--- src/rtl/enable_pulse_gen.sv ---
// enable_pulse_gen: one-clock enable strobes every D clocks, for a burst of L pulses or until stopped
module enable_pulse_gen #(
    parameter int DIV_W = 16,
    parameter int CNT_W = 8
) (
    input  logic             i_clk,
    input  logic             i_rst_n,
    input  logic             i_start,
    input  logic             i_stop,
    input  logic [DIV_W-1:0] i_divisor,
    input  logic [CNT_W-1:0] i_burst_len,
    output logic             o_en,
    output logic             o_busy,
    output logic             o_done
);
    typedef enum logic {IDLE, RUN} state_t;
    state_t state, state_d;
    logic [DIV_W-1:0] pc, pc_d, div, div_d;
    logic [CNT_W-1:0] nc, nc_d, len, len_d;
    logic en_d, done_d, wrap, last;
    always_comb begin
        wrap    = pc == DIV_W'(div - 1'b1);
        last    = len != '0 && CNT_W'(nc + 1'b1) == len;
        state_d = state;
        pc_d    = pc;
        nc_d    = nc;
        div_d   = div;
        len_d   = len;
        en_d    = 1'b0;
        done_d  = 1'b0;
        if (state == IDLE) begin
            if (i_start && !i_stop) begin
                state_d = RUN;
                pc_d    = '0;
                nc_d    = '0;
                div_d   = i_divisor == '0 ? DIV_W'(1) : i_divisor;
                len_d   = i_burst_len;
            end
        end else if (i_stop) begin
            state_d = IDLE;
        end else if (wrap) begin
            pc_d    = '0;
            en_d    = 1'b1;
            nc_d    = nc == '1 ? nc : CNT_W'(nc + 1'b1);
            done_d  = last;
            state_d = last ? IDLE : RUN;
        end else begin
            pc_d = DIV_W'(pc + 1'b1);
        end
    end
    always_ff @(posedge i_clk or negedge i_rst_n) begin
        if (!i_rst_n) begin
            state  <= IDLE;
            pc     <= '0;
            nc     <= '0;
            div    <= '0;
            len    <= '0;
            o_en   <= 1'b0;
            o_busy <= 1'b0;
            o_done <= 1'b0;
        end else begin
            state  <= state_d;
            pc     <= pc_d;
            nc     <= nc_d;
            div    <= div_d;
            len    <= len_d;
            o_en   <= en_d;
            o_busy <= state_d == RUN;
            o_done <= done_d;
        end
    end
endmodule

--- config.mk ---
export PLATFORM = sky130hd
export DESIGN_NAME = enable_pulse_gen
export DESIGN_NICKNAME = d
export VERILOG_FILES = /design/src/rtl/enable_pulse_gen.sv
export SDC_FILE = /design/constraint.sdc
export NUM_CORES = 1
export LEC_CHECK = 0
export ABC_AREA = 1
export CORE_MARGIN = 4
export CORE_UTILIZATION = 40
export CTS_BUF_LIST = sky130_fd_sc_hd__clkbuf_4
export DETAILED_ROUTE_END_ITERATION = 10
export HOLD_SLACK_MARGIN = 0.02
export SLEW_MARGIN = 20
export SYNTH_ARGS = -nofsm -noshare
export SYNTH_HDL_FRONTEND = slang
export SYNTH_SLANG_ARGS = --single-unit
--- constraint.sdc ---
create_clock -name i_clk -period 2.4 [get_ports i_clk]
set_clock_uncertainty 0.2 [all_clocks]
set_input_delay 0.72 -clock i_clk [delete_from_list [all_inputs] [get_ports i_clk]]
set_output_delay 0.72 -clock i_clk [all_outputs]
set_load 0.02 [all_outputs]
==> results.sh, run 1 <==
export IMPL_critPathLaunchType="register"
export IMPL_hold_violations=0
export IMPL_final_area_um2=4050
export IMPL_switching_share=0.390
export IMPL_worst_slack_ns=0.0903
export IMPL_crit_start="div[1]"
export IMPL_tightestPinTransition_ns=0.358
export IMPL_dpl_cell_area_um2=3850
export IMPL_cpMaxStageDelayCell="dfrtp_1"
export IMPL_synth_ff_type="dfrtp_1"
export IMPL_grt_max_degree=52
export IMPL_synth_edf_count=0
export IMPL_cts_max_level=2
export IMPL_crit_chain="buf_6 -> nor2_4 -> nand2_4 -> nor2_4 -> nand2_1 -> nand2_2 -> nand2_1 -> nor2_2 -> nand2_1 -> nor2_2 -> nand2_2 -> nand2_4 -> buf_12 -> nand4_1 -> nand2_1"
export IMPL_cts_sinks=51
export IMPL_port_buffers=30
export IMPL_max_cap_violations=0
export IMPL_routed_wl_um=7980
export IMPL_ant_nets=0
export IMPL_diodes=0
export IMPL_clock_path_buffers=2
export IMPL_globalRoute_totalOverflow=0
export IMPL_seqPwrFrac=0.420
export IMPL_total_leakage_power_nw=1.98
export IMPL_antenna_found_initial=0
export IMPL_timing_final_crit_share=0.962
export IMPL_worst_setup_path_type="reg2reg"
export IMPL_synth_area_per_cell_um2=7.26
export IMPL_preCtsSetupSlack_ns=-0.0803
export IMPL_drc=0
export IMPL_hpwlAfterDp_um=6150
export IMPL_drt_pass1_iter_count=4
export IMPL_combPwrFrac=0.398
export IMPL_rows=32
export IMPL_finalPower_mw=2.80
export IMPL_max_slew_margin=0.760
export IMPL_syn_num_nets=481
export IMPL_internal_power_mw=1.71
export IMPL_cp_max_fo=8
export IMPL_synth_seq_cells=51
export IMPL_clockPowerShare=0.182
export IMPL_grt_usage=0.168
export IMPL_die_area_um2=9670
export IMPL_core_um2=7850
export IMPL_gp_congestion=0.840
export IMPL_required_ns=2.52
export IMPL_p_switching_mw=1.09
export IMPL_die_w_um=98.4
export IMPL_cts_tree="done"
export IMPL_cp_common_cell="nand2_1"
export IMPL_r2r_end="nc[5]"
export IMPL_layout_common_cells="nand2_1, dfrtp_1, nor2_1"
export IMPL_vias=3000
export IMPL_numCtsBuffers=5
export IMPL_clk_latency_ns=0.37
export IMPL_grt_pass1_vias=2898
export IMPL_final_common_cell="nand2_1"
export IMPL_fmax_ghz=0.433
export IMPL_dpl_cell_count=598
export IMPL_r2r_setup_slack_ns=0.09
export IMPL_initial_core_util=0.416
export IMPL_finalSetupViolCount=0
export IMPL_yosysSeqAreaShare=0.391
export IMPL_hp_class="in2async"
export IMPL_rsz0062_at_grt="yes"
export IMPL_grt_pass1_wl_um=13500
export IMPL_cp_slowest_stage_delay_ns=0.43
export IMPL_hold_buffers=0
export IMPL_ir_worst_vdd_mv=0.366
export IMPL_worst_setup_path_end_kind="register"
export IMPL_wl_per_cell_um=13.0
export IMPL_worstSetupEndpoint="nc[5]"
export IMPL_drive_above_1_share=0.160
export IMPL_fin_nets=543
export IMPL_rr_startpoint="div[1]"
export IMPL_period_minus_slack_ns=2.31
export IMPL_drtIter0Drc=88
export IMPL_vias_per_cell=4.88
export IMPL_root_buffer="clkbuf_4"
export IMPL_ys_warn_count=0
export IMPL_cp_arrival_ns=2.42
export IMPL_finalNonFillerCells=615
export IMPL_r2r_cells=15
export IMPL_power_density_nw_per_um2=691
export IMPL_syn2layout_area_growth_pct=24.1
export IMPL_netlist_instances=450
export IMPL_fillers=774
export IMPL_slew_violations=0
export IMPL_clk_pin_slew_worst_paths_ns=0.16
export IMPL_synth_distinct_cells=35
export IMPL_netlist_area_um2=3270
export IMPL_ios=31
export IMPL_status="finished, final reports clean"
export IMPL_async_flop_share=1.00
export IMPL_die_h_um=98.4
==> state kept, by name, summed over array words and instances, names as in the netlist <==
name,count
div,16
len,8
nc,8
o_done,1
o_en,1
pc,16
state,1
==> synthesized netlist by cell type, drive strengths merged (6+ instances only) <==
cell type  number  area [µm²]
a21oi          14        70.1
o21ai          12        60.1
inv            39         146
nor3            6        35.0
nand3          24         145
nand4          17         113
xor2           21         184
dfrtp          51        1280
nor2           55         259
xnor2          12         105
nand2         169         654
==> logic make-up (layout without fill, tap and decap cells) <==
family                   Yosys count  after routing  synth area share
adder cells (fa/ha/maj)            3              3            0.0115
flip-flops                        51             51             0.391
AO/OA/AOI/OAI                     31             31            0.0521
XOR/XNOR                          33             33            0.0885
AND/OR/NAND/NOR                  282            282             0.393
buffers and inverters             50            113            0.0636
==> critical path, delay by kind of cell (launching register included) <==
| family | cells | cell delay, ns |
|---|---|---|
| simple gates | 13 | 1.38 |
| buf+inv | 2 | 0.25 |
| flops | 1 | 0.43 |
==> metrics by stage <==
step / TNS (ns) / hold slack, ns / utilization
5_1_grt: -0.510 / 0.106 / 0.516
2_1_floorplan: 0 / 0.224 / -
3_5_place_dp: -0.207 / 0.312 / 0.490
4_1_cts: 0 / 0.116 / 0.501
6_report: 0 / 0.121 / 0.516
3_3_place_gp: -0.0785 / 0.304 / 0.490
==> cell type report <==
class / instances / area [µm²] / area share
repair buffers: 64 / 579 / 0.143
clock inverters: 3 / 43.8 / 0.0108
inverters: 41 / 155 / 0.0383
flip-flops and latches: 51 / 1280 / 0.315
well taps: 102 / 128 / 0.0315
multi-input cells: 349 / 1830 / 0.452
clock buffers: 5 / 37.5 / 0.00926
==> power groups by stage <==
| stage | Combinational, mW | Clock [mW] | Sequential, mW |
|---|---|---|---|
| after detailed placement | 1.04 | 0 | 1.19 |
| after floorplan | 0.731 | 0 | 1.15 |
| after global placement | 1.02 | 0 | 1.19 |
| after CTS | 1.04 | 0.532 | 1.17 |
| final | 1.12 | 0.509 | 1.18 |
| after global routing | 1.28 | 0.571 | 1.20 |
==> metal layers <==
| layer | up-vias | routed length, µm | GRT usage |
|---|---|---|---|
| met3 | 11 | 271 | 0.0286 |
| met5 | - | 0 | 0 |
| met4 | 0 | 125 | 0.0410 |
| met2 | 44 | 3970 | 0.287 |
| li1 | 1557 | - | - |
| met1 | 1388 | 3610 | 0.223 |
==> what timing repair did <==
action                     4_1_cts  5_1_grt
pin swaps                        1       16
setup buffers                    0        9
setup endpoints to repair        1       25
resized for setup                0       17
==> how the worst min path moves through the flow <==
| stage | startpoint | endpoint | slack [ns] | cells after the start |
|---|---|---|---|---|
| 5_1_grt | i_rst_n | div[4] | 0.11 | 2 |
| 2_1_floorplan | i_rst_n | div[0] | 0.22 | 0 |
| 6_report | i_rst_n | o_en | 0.12 | 2 |
| 3_5_place_dp | nc[3] | nc[3] | 0.31 | 2 |
| 4_1_cts | i_rst_n | pc[4] | 0.12 | 2 |
| 3_3_place_gp | nc[1] | nc[1] | 0.30 | 2 |
Note: power is estimated with default switching activity, not from simulation.
==> inputs of run 2 (changes only) <==
- CORE_ASPECT_RATIO: default -> 1.4
==> run 2 against run 1 <==
Compared with the run above: flip-flop and latch count is the same; clock power shrank 1%; critical path type is now reg2out; combinational power about the same; wire length shrank 0.60%; clock-buffer cell count stayed put; sequential share of layout area grew 0.55 points; core utilization fell by 0.88 points; worst hold slack worse by 0.011 ns.
==> results.sh, run 2 (synthesis results as in run 1) <==
export IMPL_fin_tns_setup_ns=0
export IMPL_drive_above_1_share=0.144
export IMPL_cpMaxStageDelayCell="clkdlybuf4s50_1"
export IMPL_r2r_cells=14
export IMPL_rsz0062_at_grt="yes"
export IMPL_finalPower_mw=2.76
export IMPL_die_area_um2=9690
export IMPL_status="finished, final reports clean"
export IMPL_critPathLaunchType="register"
export IMPL_initial_core_util=0.416
export IMPL_die_w_um=84.4
export IMPL_ir_worst_vdd_mv=0.358
export IMPL_met1_usage=0.192
export IMPL_grt_pass1_vias=2957
export IMPL_r2r_end="nc[2]"
export IMPL_cp_max_fo=2
export IMPL_crit_start="state"
export IMPL_hold_violations=0
export IMPL_hpwlAfterDp_um=6190
export IMPL_port_buffers=30
export IMPL_rows=38
export IMPL_syn2layout_area_growth_pct=22.0
export IMPL_max_slew_margin=0.711
export IMPL_worst_setup_path_end_kind="output pin"
export IMPL_gp_congestion=0.891
export IMPL_root_buffer="clkbuf_4"
export IMPL_r2r_setup_slack_ns=0.16
export IMPL_cp_arrival_ns=1.37
export IMPL_cts_max_level=2
export IMPL_drc=0
export IMPL_worst_setup_path_type="reg2out"
export IMPL_slew_violations=0
export IMPL_finalSetupViolCount=0
export IMPL_critPathBufInv=1
export IMPL_period_minus_slack_ns=2.29
export IMPL_critical_path_top_delay_family="buffers and inverters"
export IMPL_required_ns=1.48
export IMPL_power_density_nw_per_um2=694
export IMPL_die_h_um=115
export IMPL_antenna_found_initial=0
export IMPL_timing_final_crit_share=0.954
export IMPL_fin_nets=536
export IMPL_ant_nets=0
export IMPL_top_regs="div: 16 flops, pc: 16 flops"
export IMPL_fillers=788
export IMPL_routed_wl_um=7930
export IMPL_grt_max_degree=52
export IMPL_wl_per_cell_um=13.1
export IMPL_numCtsBuffers=5
export IMPL_grt_usage=0.172
export IMPL_layout_common_cells="nand2_1, dfrtp_1, nor2_1"
export IMPL_max_cap_violations=0
export IMPL_globalRoute_totalOverflow=0
export IMPL_grt_pass1_wl_um=13500
export IMPL_ios=31
export IMPL_vias=2970
export IMPL_clk_latency_ns=0.37
export IMPL_use_met2=0.334
export IMPL_crit_chain="clkdlybuf4s50_1"
export IMPL_tightestPinTransition_ns=0.430
export IMPL_cts_tree="done"
export IMPL_top_usage_layer="met2"
export IMPL_total_leakage_power_nw=1.94
export IMPL_grt_met3_usage=0.0237
export IMPL_clk_pin_slew_worst_paths_ns=0.16
export IMPL_final_common_cell="nand2_1"
export IMPL_core_um2=7850
export IMPL_fmax_ghz=0.437
export IMPL_cts_sinks=51
export IMPL_clock_path_buffers=2
export IMPL_drt_pass1_iter_count=5
export IMPL_vias_per_cell=4.90
export IMPL_hp_class="in2async"
export IMPL_diodes=0
export IMPL_cp_slowest_stage_delay_ns=0.61
export IMPL_rr_startpoint="div[6]"
export IMPL_drtIter0Drc=121
run 2: power breakdown:
group / switching, mW / total [mW] / leakage (nW) / internal [mW]
clock network: 0.287 / 0.503 / 0.0426 / 0.215
logic: 0.620 / 1.09 / 1.23 / 0.474
registers: 0.163 / 1.17 / 0.667 / 1.00
total: 1.07 / 2.76 / 1.94 / 1.69
run 2: worst reg2reg max path: stages, from the launching register on:
cell and delay (ns):
dfrtp_1 0.47, nor2_1 0.16, nand2_1 0.12, nor2_4 0.22
nand2_1 0.10, nand2_2 0.09, nand2_2 0.05, nor2_1 0.08
nand2_1 0.07, nor2_2 0.10, nand2_2 0.10, nand2_4 0.12
nand3_4 0.14, nand2_1 0.09, nand2_1 0.05
run 2: worst max-delay path by stage:
stage,to,depth (start not counted)
2_1_floorplan,pc[1],13
3_3_place_gp,pc[15],12
3_5_place_dp,pc[13],12
4_1_cts,nc[7],15
5_1_grt,nc[5],14
6_report,o_busy,1
run 2: repair_timing:
action	4_1_cts	5_1_grt
hold buffers	0	0
setup endpoints to repair	7	24
buffers inserted	1	5
gates resized for setup	0	16
pin swaps	1	8
run 2: stage by stage:
| step | instance area (µm²) | hold slack [ns] | setup slack, ns | std cells | utilization |
|---|---|---|---|---|---|
| after floorplan | 3270 | 0.224 | 0.211 | 450 | - |
| after global placement | 3800 | 0.290 | -0.0233 | 592 | 0.485 |
| after detailed placement | 3800 | 0.307 | -0.0785 | 592 | 0.485 |
| after CTS | 3900 | 0.114 | 0.0257 | 601 | 0.497 |
| after global routing | 3980 | 0.103 | -0.0379 | 606 | 0.508 |
| final | 3980 | 0.110 | 0.110 | 606 | 0.508 |
run 2: layer usage:
metal,part of all wire,routed length [µm],vias to the layer above
met1,0.41,3210,1377
met3,0.024,194,14
li1,-,-,1543
met4,0.021,170,0
met2,0.55,4350,36
met5,0,0,-
run 2: layout make-up:
type | count | area [µm²] | share of cell area
Inverter | 41 | 155 | 0.0390
Multi-Input combinational cell | 349 | 1820 | 0.457
Clock inverter | 3 | 38.8 | 0.00974
Tap cell | 100 | 125 | 0.0314
Clock buffer | 5 | 37.5 | 0.00943
Sequential cell | 51 | 1280 | 0.321
Timing Repair Buffer | 57 | 527 | 0.132
